## config.mk

```make
export PLATFORM = sky130hd
export DESIGN_NAME = rr_write_arbiter
export DESIGN_NICKNAME = d
export VERILOG_FILES = /design/src/rtl/rr_write_arbiter.sv
export SDC_FILE = /design/constraint.sdc
export NUM_CORES = 1
export LEC_CHECK = 0
export ABC_AREA = 1
export CAP_MARGIN = 20
export CELL_PAD_IN_SITES_DETAIL_PLACEMENT = 0
export CELL_PAD_IN_SITES_GLOBAL_PLACEMENT = 2
export CORE_MARGIN = 4
export CORE_UTILIZATION = 30
export DETAILED_ROUTE_END_ITERATION = 10
export PLACE_DENSITY = 0.86
export SLEW_MARGIN = 10
export SYNTH_ARGS = -nofsm -noshare
export SYNTH_HDL_FRONTEND = slang
export SYNTH_SLANG_ARGS = --single-unit
```

## constraint.sdc

```tcl
create_clock -name clk -period 2.3 [get_ports clk]
set_input_delay 0.69 -clock clk [delete_from_list [all_inputs] [get_ports clk]]
set_output_delay 0.69 -clock clk [all_outputs]
set_load 0.005 [all_outputs]
```

## src/rtl/rr_write_arbiter.sv

```systemverilog
// -----------------------------------------------------------------------------
// rr_write_arbiter
//
// Four-requester round-robin arbiter for the register-file write port. It
// grants one source at a time with a registered one-hot grant (same form as
// the 2-to-4 write-select decode) and the matching encoded owner index. It
// also bounds how long an owner may hold the port while another source waits.
//
// Handshake: req[i] is a level request that the source holds high for as long
// as it wants the port. grant[i] is the registered answer. A source owns the
// port in every cycle where grant[i]=1. After the owner drops req[i], it
// still sees its grant for one more cycle, and must tolerate that overlap.
// Requests from non-owners are not latched. A source that drops req before it
// is granted is simply forgotten.
//
// Parameters:
//   HOLD_MAX   maximum consecutive grant cycles for one owner under
//              contention (legal 2..255)
//
// Ports:
//   clk        rising-edge clock
//   rst_n      asynchronous active-low reset
//   req        request per source, bit i = source i
//   grant      registered one-hot grant, 4'b0000 when idle
//   grant_idx  encoded owner, meaningful only while busy=1
//   busy       high while any grant bit is high (mirrors FSM state BUSY)
//   timeout    one-cycle pulse in the first cycle of a preempting owner
// -----------------------------------------------------------------------------
module rr_write_arbiter #(
  parameter int unsigned HOLD_MAX = 8
) (
  input  logic       clk,
  input  logic       rst_n,
  input  logic [3:0] req,
  output logic [3:0] grant,
  output logic [1:0] grant_idx,
  output logic       busy,
  output logic       timeout
);

  // The counter only has to reach HOLD_MAX-1, so clog2(HOLD_MAX) bits suffice.
  localparam int unsigned CW = (HOLD_MAX > 1) ? $clog2(HOLD_MAX) : 1;
  localparam logic [CW-1:0] HOLD_LAST = CW'(HOLD_MAX - 1);

  typedef enum logic {
    ST_IDLE = 1'b0,
    ST_BUSY = 1'b1
  } state_e;

  state_e        state_q, state_d;
  logic [3:0]    grant_q, grant_d;
  logic [1:0]    idx_q, idx_d;
  logic          busy_q, busy_d;
  logic          timeout_q, timeout_d;
  logic [1:0]    last_q, last_d;
  logic [CW-1:0] hold_q, hold_d;

  logic [1:0]    owner;
  logic [3:0]    others;
  logic [2:0]    pick_idle;
  logic [2:0]    pick_next;

  // Round-robin search: the first set bit of mask, scanning start, start+1,
  // start+2, start+3 with 2-bit wrap. Result is {found, index}. The loop runs
  // from the farthest candidate down so that the nearest one is written last
  // and wins.
  function automatic logic [2:0] rr_pick(input logic [3:0] mask,
                                         input logic [1:0] start);
    logic       found;
    logic [1:0] idx;
    logic [1:0] cand;
    found = 1'b0;
    idx   = start;
    for (int k = 3; k >= 0; k--) begin
      cand = start + 2'(k);
      if (mask[cand]) begin
        found = 1'b1;
        idx   = cand;
      end
    end
    return {found, idx};
  endfunction

  function automatic logic [3:0] onehot(input logic [1:0] idx);
    return 4'b0001 << idx;
  endfunction

  assign owner  = idx_q;
  // This mask excludes the owner. On release req[owner] is already 0, so one
  // search from owner+1 over this mask serves both release and preempt.
  assign others = req & ~onehot(owner);

  assign pick_idle = rr_pick(req, last_q + 2'd1);
  assign pick_next = rr_pick(others, owner + 2'd1);

  always_comb begin
    state_d   = state_q;
    grant_d   = grant_q;
    idx_d     = idx_q;
    busy_d    = busy_q;
    last_d    = last_q;
    hold_d    = hold_q;
    timeout_d = 1'b0;

    unique case (state_q)
      ST_IDLE: begin
        if (pick_idle[2]) begin
          grant_d = onehot(pick_idle[1:0]);
          idx_d   = pick_idle[1:0];
          busy_d  = 1'b1;
          hold_d  = '0;
          state_d = ST_BUSY;
        end
      end

      ST_BUSY: begin
        if (!req[owner]) begin
          // Release. A request that arrives on this same edge takes part
          // in the search, so handover has no dead cycle.
          last_d = owner;
          hold_d = '0;
          if (pick_next[2]) begin
            grant_d = onehot(pick_next[1:0]);
            idx_d   = pick_next[1:0];
          end else begin
            grant_d = 4'b0000;
            busy_d  = 1'b0;
            state_d = ST_IDLE;
          end
        end else if (hold_q == HOLD_LAST) begin
          // Hold limit reached. Preempt only if someone else is waiting.
          // Otherwise the counter stays saturated, so preemption fires on
          // the first cycle that contention appears.
          if (pick_next[2]) begin
            last_d    = owner;
            grant_d   = onehot(pick_next[1:0]);
            idx_d     = pick_next[1:0];
            hold_d    = '0;
            timeout_d = 1'b1;
          end
        end else begin
          hold_d = hold_q + CW'(1);
        end
      end

      default: begin
        state_d = ST_IDLE;
        grant_d = 4'b0000;
        busy_d  = 1'b0;
      end
    endcase
  end

  always_ff @(posedge clk or negedge rst_n) begin
    if (!rst_n) begin
      state_q   <= ST_IDLE;
      grant_q   <= 4'b0000;
      idx_q     <= 2'd0;
      busy_q    <= 1'b0;
      timeout_q <= 1'b0;
      last_q    <= 2'd3;   // source 0 gets first priority after reset
      hold_q    <= '0;
    end else begin
      state_q   <= state_d;
      grant_q   <= grant_d;
      idx_q     <= idx_d;
      busy_q    <= busy_d;
      timeout_q <= timeout_d;
      last_q    <= last_d;
      hold_q    <= hold_d;
    end
  end

  assign grant     = grant_q;
  assign grant_idx = idx_q;
  assign busy      = busy_q;
  assign timeout   = timeout_q;

endmodule

```

==> results of run 1 <==
layout make-up:
type	instances	area, µm²
Fill cell	468	2420
Clock buffer	4	55.1
Multi-Input combinational cell	168	822
Timing Repair Buffer	34	295
Inverter	29	109
Tap cell	50	62.6
Sequential cell	14	353
per-layer routing:
layer	routed length (µm)	GRT usage	vias to the layer above
li1	-	-	741
met1	1620	0.175	589
met2	1480	0.207	13
met3	88	0.0351	2
met4	7	0.0241	0
met5	0	0	-
through the flow:
step	instances	area, µm²	setup WS [ns]	hold slack [ns]
2_1_floorplan	214	1310	0.280	0.394
3_3_place_gp	295	1630	-0.177	0.475
3_5_place_dp	295	1630	-0.163	0.474
4_1_cts	299	1680	0.103	0.491
5_1_grt	299	1700	-0.00415	0.511
6_report	299	1700	0.151	0.489
sequential cells by signal, indices dropped and copies added (netlist names):
register and flops:
timeout 1, hold_q 3, last_q 2, grant_idx 2, state_q 1, busy 1, grant 4
cells in the mapped netlist:
cell type and instances:
buf_6 1, nand2_2 4, xor2_1 1, xnor2_1 1, nand4_1 1, ha_1 6
o21ai_4 1, buf_4 1, o21ai_0 7, o22ai_1 1, nand3_2 2, a21boi_0 1
nor2_2 5, buf_8 1, a21oi_2 1, a31oi_1 2, nand2_1 89, nand3_1 21
inv_1 25, a21oi_1 3, inv_2 4, nor2_1 15, dfrtp_1 12, dfstp_2 2
o21ai_2 2, o21ai_1 4, nor3_1 1
timing repair:
action,CTS,global route
gates resized for setup,0,4
hold buffers,0,0
setup buffers,0,0
setup endpoints to repair,0,12
cell families after synthesis:
family | Yosys count
AOI/OAI and AO/OA | 22
DFF | 14
xor gates and xnor gates | 2
and+or+nand+nor | 138
adders and majority gates | 6
buffers and inverters | 32
layout by cell type, fill, tap and decap left out, drive strengths merged:
cell type	synthesis	routed
nor3	1	1
ha	6	6
dfstp	2	2
clkdlybuf4s50	0	10
buf	3	21
o21ai	14	14
clkbuf	0	4
nor2	20	20
dlymetal6s2s	0	3
nand2	93	93
a21oi	4	4
dfrtp	12	12
xor2	1	1
nand4	1	1
o22ai	1	1
a31oi	2	2
nand3	23	23
xnor2	1	1
inv	29	29
a21boi	1	1
worst min-delay path by stage:
stage	depth (start not counted)	slack (ns)	startpoint	endpoint
floorplan	0	0.39	rst_n	busy
global placement	2	0.47	grant[0]	grant[0]
detailed placement	2	0.47	grant[0]	grant[0]
CTS	1	0.49	hold_q[0]	hold_q[0]
global route	2	0.51	grant[0]	grant[0]
finish	1	0.49	hold_q[0]	hold_q[0]
==> metrics.md, run 1 <==
| Metric | Value |
|---|---|
| Status | `completed` |
| Initial core utilization | `0.318` |
| Die area | `5490 µm²` |
| Total Routed Length | `3200 µm` |
| Total negative slack | `0 ns` |
| Ports | `14` |
| CTS tree | `built` |
| FF+latch count, synth | `14` |
| Min Tclk post-route | `2.15 ns` |
| Avg Cell Area, Syn | `6.12 µm²` |
| Final Util | `0.412` |
| CP Max Fanout | `4` |
| Area of the core | `4120 µm²` |
| Final HPWL DP | `2610 µm` |
| Critical path buffers and inverters | `3` |
| Post-Syn Area | `1310 µm²` |
| Crit path top cell by count | `nor2_1` |
| Largest family of logic cells by synthesized area | `simple AND/OR/NAND/NOR gates` |
| Clock tree buffer depth | `2` |
| RSZ-0062 raised after global routing | `yes` |
| Synth Net Count | `226` |
| Routability cong. | `0.845` |
| Input/output buffers | `13` |
| Post-synthesis xor/xnor area fraction | `0.0134` |
| Layout area overhead | `29.5%` |
| Final nets | `262` |
| Antenna Cells | `0` |
| Cells after synthesis | `214` |
| Crit path cell chain | `clkdlybuf4s50_1, inv_1, o21ai_0, nand2_1, nor2_2, inv_1, nand2_1, nand3_1, nor2_1, nor2_1, nor2_1` |
| Detailed Route Iter0 Violations | `19` |
| Clk_skew | `0.00418 ns` |
| CP Capture Type | `flip-flop` |
| First-pass GRT wire length | `5580 µm` |
| Via-to-Cell Ratio | `4.50` |
| Slowest CP cell | `clkdlybuf4s50_1` |
| Die Span X | `74.1 µm` |
| Setup crit start kind | `input pin` |
| All-layer global routing usage | `0.129` |
| Slew HR | `0.558` |
| Delay-heaviest family, CP | `simple AND/OR/NAND/NOR gates` |
| Post-route ant nets | `0` |
| CP Depth | `11` |
| Synth Area in Adders | `0.0573` |
| Data arrival, critical path | `2.34 ns` |
| Drt first pass iters | `4` |
| Synth area leader | `nand2_1` |
| Ys Warns | `0` |
| CTS Sinks | `14` |
| Detailed-route via count | `1,345` |
| Initial antenna violation count | `0` |
| Max frequency | `0.465 GHz` |
| Post-Synth Simple-Gate Area | `0.445` |
| Actual transition at the worst max-transition pin | `0.661 ns` |
| Skew-Pair Late Insertion Delay | `0.25 ns` |
| Synth unique cells | `27` |
| RR Startpoint | `grant_idx[1]` |
| Sequential share of the synthesized area | `0.269` |
| Die Y | `74.1 µm` |
| Reg2reg setup slack | `0.22 ns` |
| Reg2reg end | `grant[1]` |
| Site Rows | `23` |
| Main area contributors after synthesis | `nand2_1 (26%), dfrtp_1 (23%), nand3_1 (8.0%), inv_1 (7.2%), ha_1 (5.7%)` |
| Max-cap check violation count | `0` |
| Mux contribution to synthesized area | `0` |
| Crit path largest cell delay | `0.52 ns` |
| CTS Buf Count | `3` |
| Final period util | `0.935` |
| Drt wl/cell | `10.7 µm` |
| Depth of the CTS H-tree | `1` |
| Largest net degree at the start of global routing | `18` |
| Worst-path clk slew | `0.06 ns` |
| Register-to-Register Path Depth | `13` |
| Final Setup Violations | `0` |
| Required time worst endpoint | `2.49 ns` |
| CP startpoint | `req[1]` |
| Number of hold violations in the final report | `0` |
| Post-synth top area share | `0.255` |
| Root Driver | `clkbuf_8` |
| CP endpoint | `grant[1]` |
| Crit Path Category | `in -> reg` |
| Post-synthesis compound-gate area fraction | `0.106` |
| Slew Limit Fails | `0` |
| GRT Residual Overflow | `0` |
| Hold Path Class | `reg -> reg` |
| Layout cells sized above 1 | `0.189` |
| Vias in the first global route | `1,277` |
| Post-route DRC violation count | `0` |
Power of run 1 is not shown: default switching activity piles up to over one toggle a cycle in this logic, so the estimate is an artifact.
==> inputs of run 2 (changes only) <==
Settings changed: CTS_CLUSTER_SIZE from default to 20.
==> results of run 2 <==
The final DEF is identical to that of run 1; final timing and power are the same.
Power of run 2 is left out for the same reason.
